==> src/rtl/cpu_defs_pkg.sv <==
// rtl/cpu_defs_pkg.sv - shared front-end types for fetch/decode/issue
package cpu_defs_pkg;

  localparam int CPU_DATA_W = 32;
  localparam int CPU_ADDR_W = 32;
  localparam int CPU_EXP_W  = 12;

  typedef struct packed {
    logic [CPU_DATA_W-1:0] data;
    logic [CPU_ADDR_W-1:0] addr;
    logic [CPU_EXP_W-1:0]  exp;
  } inst_entry_t;

  typedef enum logic [1:0] {
    IQ_NORMAL  = 2'd0,
    IQ_DS_HOLD = 2'd1,
    IQ_DS_WAIT = 2'd2
  } iq_state_e;

endpackage

==> src/rtl/instr_queue_ram.sv <==
// rtl/instr_queue_ram.sv - instruction queue storage, multi-port write, async read at base+i
module instr_queue_ram
  import cpu_defs_pkg::*;
#(
  parameter int DEPTH    = 16,
  parameter int WR_PORTS = 2,
  parameter int RD_PORTS = 3,
  localparam int PTR_W   = $clog2(DEPTH),
  localparam int ENTRY_W = $bits(inst_entry_t)
) (
  input  logic                        clk,
  input  logic [WR_PORTS-1:0]         wr_en,
  input  logic [WR_PORTS*PTR_W-1:0]   wr_idx,
  input  logic [WR_PORTS*ENTRY_W-1:0] wr_entry,
  input  logic [PTR_W-1:0]            rd_base,
  output logic [RD_PORTS*ENTRY_W-1:0] rd_entry
);

  inst_entry_t mem [DEPTH];

  // Write lanes always target distinct slots, so per-lane ordering is irrelevant.
  always_ff @(posedge clk) begin
    for (int i = 0; i < WR_PORTS; i++) begin
      if (wr_en[i]) begin
        mem[wr_idx[i*PTR_W +: PTR_W]] <= wr_entry[i*ENTRY_W +: ENTRY_W];
      end
    end
  end

  always_comb begin
    rd_entry = '0;
    for (int i = 0; i < RD_PORTS; i++) begin
      rd_entry[i*ENTRY_W +: ENTRY_W] = mem[rd_base + PTR_W'(i)];
    end
  end

endmodule

==> src/rtl/instr_queue_mp.sv <==
// rtl/instr_queue_mp.sv - multi-port fetch-to-issue instruction queue with delay-slot preservation
module instr_queue_mp
  import cpu_defs_pkg::*;
#(
  parameter int DEPTH    = 16,
  parameter int WR_PORTS = 2,
  parameter int RD_PORTS = 2,
  parameter int DATA_W   = CPU_DATA_W,
  parameter int ADDR_W   = CPU_ADDR_W,
  parameter int EXP_W    = CPU_EXP_W,
  localparam int PTR_W   = $clog2(DEPTH),
  localparam int CNT_W   = $clog2(DEPTH + 1),
  localparam int WC_W    = $clog2(WR_PORTS + 1),
  localparam int RC_W    = $clog2(RD_PORTS + 1)
) (
  input  logic                       clk,
  input  logic                       rst_n,
  input  logic                       flush,
  input  logic                       flush_keep_ds,
  input  logic [WC_W-1:0]            wr_cnt,
  input  logic [WR_PORTS*DATA_W-1:0] wr_data,
  input  logic [WR_PORTS*ADDR_W-1:0] wr_addr,
  input  logic [WR_PORTS*EXP_W-1:0]  wr_exp,
  output logic                       wr_ready,
  output logic [RD_PORTS-1:0]        rd_valid,
  output logic [RD_PORTS*DATA_W-1:0] rd_data,
  output logic [RD_PORTS*ADDR_W-1:0] rd_addr,
  output logic [RD_PORTS*EXP_W-1:0]  rd_exp,
  output logic [RD_PORTS-1:0]        rd_is_ds,
  input  logic [RD_PORTS-1:0]        rd_branch,
  input  logic [RC_W-1:0]            rd_cnt,
  output logic [CNT_W-1:0]           count,
  output logic [63:0]                perf_issued
);

  localparam int ENTRY_W = $bits(inst_entry_t);
  localparam logic [1:0] S_NORMAL = IQ_NORMAL;
  localparam logic [1:0] S_HOLD   = IQ_DS_HOLD;
  localparam logic [1:0] S_WAIT   = IQ_DS_WAIT;

  logic [1:0]       state;
  logic [PTR_W-1:0] wr_ptr;
  logic [PTR_W-1:0] rd_ptr;
  logic             ds_pend;
  inst_entry_t      ds_reg;

  inst_entry_t                        wr_lane [WR_PORTS];
  inst_entry_t                        rd_lane [RD_PORTS+1];
  logic [WR_PORTS*ENTRY_W-1:0]        wr_flat;
  logic [WR_PORTS*PTR_W-1:0]          wr_idx;
  logic [WR_PORTS-1:0]                ram_we;
  logic [(RD_PORTS+1)*ENTRY_W-1:0]    ram_rd;

  logic [CNT_W:0]   free;
  logic             wr_ok;
  logic [WC_W-1:0]  n_wr;
  logic             wr_en_all;
  logic             br_last;
  inst_entry_t      cand;
  logic             has_cand;
  logic [RC_W-1:0]  perf_inc;
  logic [64:0]      perf_sum;
  logic [63:0]      perf_next;

  // Entries consumed this cycle free their slots, so a full queue can accept while draining.
  always_comb begin
    free = (CNT_W+1)'(DEPTH) - {1'b0, count};
    if (state == S_NORMAL) begin
      free = free + (CNT_W+1)'(rd_cnt);
    end
    wr_ok     = ((CNT_W+1)'(wr_cnt) <= free) && (wr_cnt <= WC_W'(WR_PORTS));
    n_wr      = wr_ok ? wr_cnt : '0;
    wr_en_all = !flush && !flush_keep_ds && wr_ok && (state != S_WAIT);
  end

  always_comb begin
    wr_flat = '0;
    wr_idx  = '0;
    ram_we  = '0;
    for (int i = 0; i < WR_PORTS; i++) begin
      wr_lane[i].data = wr_data[i*DATA_W +: DATA_W];
      wr_lane[i].addr = wr_addr[i*ADDR_W +: ADDR_W];
      wr_lane[i].exp  = wr_exp[i*EXP_W +: EXP_W];
      wr_flat[i*ENTRY_W +: ENTRY_W] = wr_lane[i];
      wr_idx[i*PTR_W +: PTR_W]      = wr_ptr + PTR_W'(i);
      ram_we[i] = wr_en_all && (WC_W'(i) < wr_cnt);
    end
  end

  // One extra read port exposes the first entry beyond the consumed prefix.
  instr_queue_ram #(
    .DEPTH    (DEPTH),
    .WR_PORTS (WR_PORTS),
    .RD_PORTS (RD_PORTS + 1)
  ) u_ram (
    .clk      (clk),
    .wr_en    (ram_we),
    .wr_idx   (wr_idx),
    .wr_entry (wr_flat),
    .rd_base  (rd_ptr),
    .rd_entry (ram_rd)
  );

  always_comb begin
    for (int i = 0; i <= RD_PORTS; i++) begin
      rd_lane[i] = ram_rd[i*ENTRY_W +: ENTRY_W];
    end
    cand    = rd_lane[0];
    br_last = 1'b0;
    for (int i = 0; i <= RD_PORTS; i++) begin
      if (rd_cnt == RC_W'(i)) cand = rd_lane[i];
    end
    for (int i = 0; i < RD_PORTS; i++) begin
      if (rd_cnt == RC_W'(i + 1)) br_last = rd_branch[i];
    end
    has_cand = CNT_W'(rd_cnt) < count;
  end

  always_comb begin
    perf_inc = '0;
    if (!flush) begin
      if (state == S_NORMAL) begin
        perf_inc = rd_cnt;
      end else if (state == S_HOLD && !flush_keep_ds && rd_cnt != '0) begin
        perf_inc = RC_W'(1);
      end
    end
    perf_sum  = {1'b0, perf_issued} + 65'(perf_inc);
    perf_next = perf_sum[64] ? '1 : perf_sum[63:0];
  end

  always_comb begin
    inst_entry_t sel;
    rd_valid = '0;
    rd_is_ds = '0;
    rd_data  = '0;
    rd_addr  = '0;
    rd_exp   = '0;
    sel      = '0;
    for (int i = 0; i < RD_PORTS; i++) begin
      if (state == S_NORMAL) begin
        rd_valid[i] = CNT_W'(i) < count;
        sel         = rd_lane[i];
      end else if (state == S_HOLD) begin
        rd_valid[i] = (i == 0);
        sel         = ds_reg;
      end
      if (rd_valid[i]) begin
        rd_data[i*DATA_W +: DATA_W] = sel.data;
        rd_addr[i*ADDR_W +: ADDR_W] = sel.addr;
        rd_exp[i*EXP_W +: EXP_W]    = sel.exp;
      end
    end
    rd_is_ds[0] = (state == S_HOLD) || (state == S_NORMAL && ds_pend);
    for (int i = 1; i < RD_PORTS; i++) begin
      rd_is_ds[i] = rd_branch[i-1] && rd_valid[i];
    end
  end

  assign wr_ready = ((CNT_W+1)'(DEPTH) - {1'b0, count}) >= (CNT_W+1)'(WR_PORTS);

  always_ff @(posedge clk or negedge rst_n) begin
    if (!rst_n) begin
      state       <= S_NORMAL;
      wr_ptr      <= '0;
      rd_ptr      <= '0;
      count       <= '0;
      ds_pend     <= 1'b0;
      ds_reg      <= '0;
      perf_issued <= '0;
    end else begin
      perf_issued <= perf_next;
      if (flush) begin
        state   <= S_NORMAL;
        wr_ptr  <= '0;
        rd_ptr  <= '0;
        count   <= '0;
        ds_pend <= 1'b0;
      end else if (flush_keep_ds) begin
        wr_ptr <= '0;
        rd_ptr <= '0;
        count  <= '0;
        // An already-pending delay slot survives a second redirect untouched.
        if (state == S_NORMAL) begin
          ds_pend <= 1'b0;
          if (has_cand) begin
            ds_reg <= cand;
            state  <= S_HOLD;
          end else if (wr_cnt != '0) begin
            ds_reg <= wr_lane[0];
            state  <= S_HOLD;
          end else begin
            state <= S_WAIT;
          end
        end
      end else begin
        case (state)
          S_NORMAL: begin
            wr_ptr <= wr_ptr + PTR_W'(n_wr);
            rd_ptr <= rd_ptr + PTR_W'(rd_cnt);
            count  <= count + CNT_W'(n_wr) - CNT_W'(rd_cnt);
            if (rd_cnt != '0) ds_pend <= br_last;
          end
          S_HOLD: begin
            wr_ptr <= wr_ptr + PTR_W'(n_wr);
            count  <= count + CNT_W'(n_wr);
            if (rd_cnt != '0) begin
              state   <= S_NORMAL;
              ds_pend <= 1'b0;
            end
          end
          S_WAIT: begin
            if (wr_cnt != '0) begin
              ds_reg <= wr_lane[0];
              state  <= S_HOLD;
            end
          end
          default: state <= S_NORMAL;
        endcase
      end
    end
  end

  wr_cnt_in_range: assert property (@(posedge clk)
    disable iff (!rst_n || flush || flush_keep_ds || state == S_WAIT)
    (CNT_W+1)'(wr_cnt) <= free);

endmodule

==> config.mk <==
export PLATFORM = sky130hd
export DESIGN_NAME = instr_queue_mp
export DESIGN_NICKNAME = d
export VERILOG_FILES = /design/src/rtl/cpu_defs_pkg.sv /design/src/rtl/instr_queue_ram.sv /design/src/rtl/instr_queue_mp.sv
export SDC_FILE = /design/constraint.sdc
export NUM_CORES = 2
export LEC_CHECK = 0
export ABC_AREA = 0
export CORE_MARGIN = 4
export CORE_UTILIZATION = 60
export DETAILED_ROUTE_END_ITERATION = 8
export PLACE_DENSITY = 0.75
export SYNTH_ARGS = -nofsm -noshare
export SYNTH_HDL_FRONTEND = slang
export SYNTH_SLANG_ARGS = --single-unit
==> constraint.sdc <==
create_clock -name clk -period 11.7 [get_ports clk]
set_clock_uncertainty 0.2 [all_clocks]
set_input_delay 3.51 -clock clk [delete_from_list [all_inputs] [get_ports clk]]
set_output_delay 3.51 -clock clk [all_outputs]
set_load 0.01 [all_outputs]
==> results.cfg <==
[worst_setup_path]
crit_required_ns = 7.99
cpMostUsedCell = a21oi_1
worstSetupPathType = reg -> out
critical_path_buf_inv_count = 3
critPathSlowestCell = dfrtp_4
worstSetupEndpointType = output port
critPathLaunchType = register
worstPathCellList = buf_12 -> buf_4 -> mux4_2 -> or2_2 -> a21oi_1 -> nor3_1 -> nand2_1 -> a21oi_1 -> clkdlybuf4s50_1
rr_worst_depth = 11
critical-path-max-stage-delay_ns = 0.97
path_depth = 9
path_delay_family = buffers and inverters
crit_fanout = 152
arrival_ns = 6.07

[drt]
avgRoutedWirePerCell_um = 37.45
drt_pre_antenna_iters = 8
viasPerCell = 7.886
dr_total_vias = 63230
ant_nets = 0
wl_um = 300200
drc = 0
drtIter0Drc = 9690

[global_routing]
busiest_layer = met2
grt_max_degree = 169
grt_use_met1_pct = 50.51
grt_first_pass_wirelength_um = 432300
grtUsageMet3_pct = 12.31
gr-total-overflow = 0
antenna_found_initial = 38
grtUsageTotal_pct = 37.82
use_met2_pct = 56.25
grt_pass1_vias = 61950

[synth]
yosys_warnings = 0
async_reset_ff_share_pct = 11.37
synth.distinct_cells = 77
ys.flop_type = edfxtp_1
syn_area_um2 = 90290
syn-num-nets = 6054
synth-seq-cells = 1372
synth_cells = 5866
synth_area_per_cell_um2 = 15.39
synth-edff-count = 1216
synth-seq-area-share_pct = 44.76

[placed_design]
gp_congestion = 0.9202
dp_hpwl_um = 163700
preCtsSetupSlack_ns = 2.428
io_buffers = 387
place_inst = 7706

[cts]
cts_root_buf = clkbuf_16
clock-sinks = 1372
cts_buffers = 154
cts_tree = yes
path_clk_slew_ns = 0.06
cts_resized = 0
post_cts_buffers = 0
h-tree-depth = 4
clockBufferDepth = 3
cts_hold_buf = 0
clock_latency_ns = 0.81

[flow_run]
maxCapViolCount = 0

[final_layout]
area_delta_synth_final_pct = 10.76
fin_nets = 6034
largest_reg_flops = 1216
drive_above_1_share_pct = 38.23
finalNonFillerCells = 8018

[pwr]
power.leakage_nw = 32.19
p_sw_share_pct = 27.58
power.total_mw = 13.09
p_comb_share_pct = 20.4
ir_drop_mv = 0.1743
powerDensity_nw_per_um2 = 130.9
intPower_mw = 9.477
seqPwrFrac_pct = 43.0
p_switching_mw = 3.609
pwr-share-clk_pct = 36.6

[timing]
fin_crit_sh_pct = 83.61
finalMaxSlewViolations = 0
rsz0062_at_grt = no
layout_setup_ws_ns = 1.918
finalCriticalPeriod_ns = 9.782
slew_headroom_pct = 14.12
hold_viol = 0
whs_ns = 0.3398
worstMarginPinSlew_ns = 1.283
finalSetupViolCount = 0
max_freq_mhz = 102.2

[die]
initial_core_util_pct = 60.28
num_io_pins = 388
core_area_um2 = 149800
die_y_um = 395.9
die_w_um = 395.9
design.die.area_um2 = 156800
row_count = 142

[hold_path]
min_path_cells = 2
hold_path.class = reg -> reg

[status]
status = completed
cell families (layout without fill, tap and decap cells):
| family | after synthesis | after routing | synth area share, % |
|---|---|---|---|
| buffers and inverters | 708 | 817 | 3.629 |
| other | 0 | 27 | 0 |
| AO/OA/AOI/OAI | 556 | 556 | 4.416 |
| XOR/XNOR | 57 | 57 | 0.5529 |
| adder cells (fa/ha/maj) | 26 | 26 | 0.4102 |
| multiplexers | 2365 | 2365 | 42.10 |
| AND/OR/NAND/NOR | 782 | 782 | 4.125 |
| flip-flops | 1372 | 1372 | 44.76 |
layer usage:
metal  up-vias  routed length [um]
li1      24280                   -
met1     32250              103000
met2      5579              134300
met3      1100               44830
met4        22               17850
met5         -                 191
cell usage in the layout, fill, tap and decap left out, types with 23 or more instances in the layout:
| cell | Yosys | layout |
|---|---|---|
| nor3_1 | 86 | 86 |
| nand3_1 | 120 | 120 |
| edfxtp_1 | 1216 | 1216 |
| clkdlybuf4s50_1 | 0 | 386 |
| clkbuf_16 | 0 | 161 |
| buf_4 | 31 | 100 |
| mux2i_1 | 161 | 161 |
| nor2_1 | 324 | 321 |
| a22oi_1 | 293 | 293 |
| o21ai_0 | 28 | 23 |
| nand2_1 | 112 | 108 |
| diode_2 | 0 | 27 |
| xor2_1 | 30 | 30 |
| dfrtp_1 | 156 | 152 |
| clkbuf_1 | 418 | 54 |
| mux2_4 | 140 | 140 |
| o221ai_1 | 72 | 72 |
| a21oi_1 | 102 | 101 |
| inv_1 | 26 | 26 |
| mux2_1 | 326 | 326 |
| mux2_2 | 756 | 756 |
| mux4_2 | 982 | 982 |
| xnor2_1 | 27 | 26 |
synth_stat cells (all sizes together) (4+ instances only):
master | n | area (um^2)
nor4 | 11 | 75.07
mux4 | 982 | 22120
o31ai | 11 | 82.58
clkbuf | 418 | 1569
edfxtp | 1216 | 36520
nor3 | 88 | 456.7
ha | 20 | 250.2
or4 | 8 | 60.06
or3 | 15 | 93.84
o22ai | 6 | 37.54
fa | 6 | 120.1
nor3b | 8 | 60.06
xnor2 | 27 | 236.5
a22oi | 293 | 2200
a211oi | 5 | 37.54
a21oi | 102 | 510.5
and4 | 5 | 43.79
o221ai | 72 | 630.6
nand2b | 9 | 56.30
or2 | 6 | 37.54
o21ai | 30 | 150.1
nand3b | 9 | 75.07
a31oi | 4 | 25.02
mux2i | 161 | 1612
inv | 26 | 97.59
nand4 | 24 | 202.7
and3 | 15 | 93.84
o21bai | 4 | 30.03
dfrtp | 156 | 3904
nand3 | 124 | 648.1
buf | 264 | 1610
mux2 | 1222 | 14290
xor2 | 30 | 262.8
nor2 | 327 | 1254
nand2 | 113 | 426.7
nor2b | 13 | 81.33
cell type report:
cell class                      count  area, um^2
Clock inverter                     63       550.5
Antenna cell                       27       67.56
Inverter                           26       97.59
Tap cell                         2016        2522
Clock buffer                      222        4328
Sequential cell                  1372       40430
Timing Repair Buffer              506        5010
Multi-Input combinational cell   3786       47000
Fill cell                       10240       49770
path summary, 6_finish.rpt:
path                                       start                         end  slack [ns]
setup / recovery           rd_ptr[1]$_DFFE_PN0P_                 rd_addr[15]        1.92
hold / removal               ds_pend$_DFFE_PN0P_         ds_pend$_DFFE_PN0P_        0.34
setup reg to reg            count[1]$_DFFE_PN0P_  u_ram.mem[7][57]$_DFFE_PP_        5.42
hold reg to reg              ds_pend$_DFFE_PN0P_         ds_pend$_DFFE_PN0P_        0.34
max in group asynchronous                  rst_n   perf_issued[41]$_DFF_PN0_        7.24
min in group asynchronous                  rst_n      ds_reg[50]$_DFFE_PN0P_        2.57
power by group through the flow:
stage	Combinational (mW)	Sequential (mW)	Clock (mW)
floorplan	1.62	5.68	0
global placement	2.57	5.71	0
detailed placement	2.61	5.72	0
CTS	2.63	5.62	4.81
global route	2.80	5.64	5.03
finish	2.67	5.63	4.79
stage by stage:
stage | utilization [%] | TNS [ns] | cell area (um^2)
5_1_grt | 66.75 | 0 | 99980
4_1_cts | 66.73 | 0 | 99940
3_3_place_gp | 63.47 | 0 | 95060
3_5_place_dp | 63.47 | 0 | 95060
6_report | 66.77 | 0 | 100000
2_1_floorplan | - | -26.93 | 90290
worst min-delay path, cell delays in order (launching register included):
cell	delay (ns)
dfrtp_1	0.38
nand2_1	0.06
a21oi_1	0.06
Note: power is estimated with default switching activity, not from simulation.
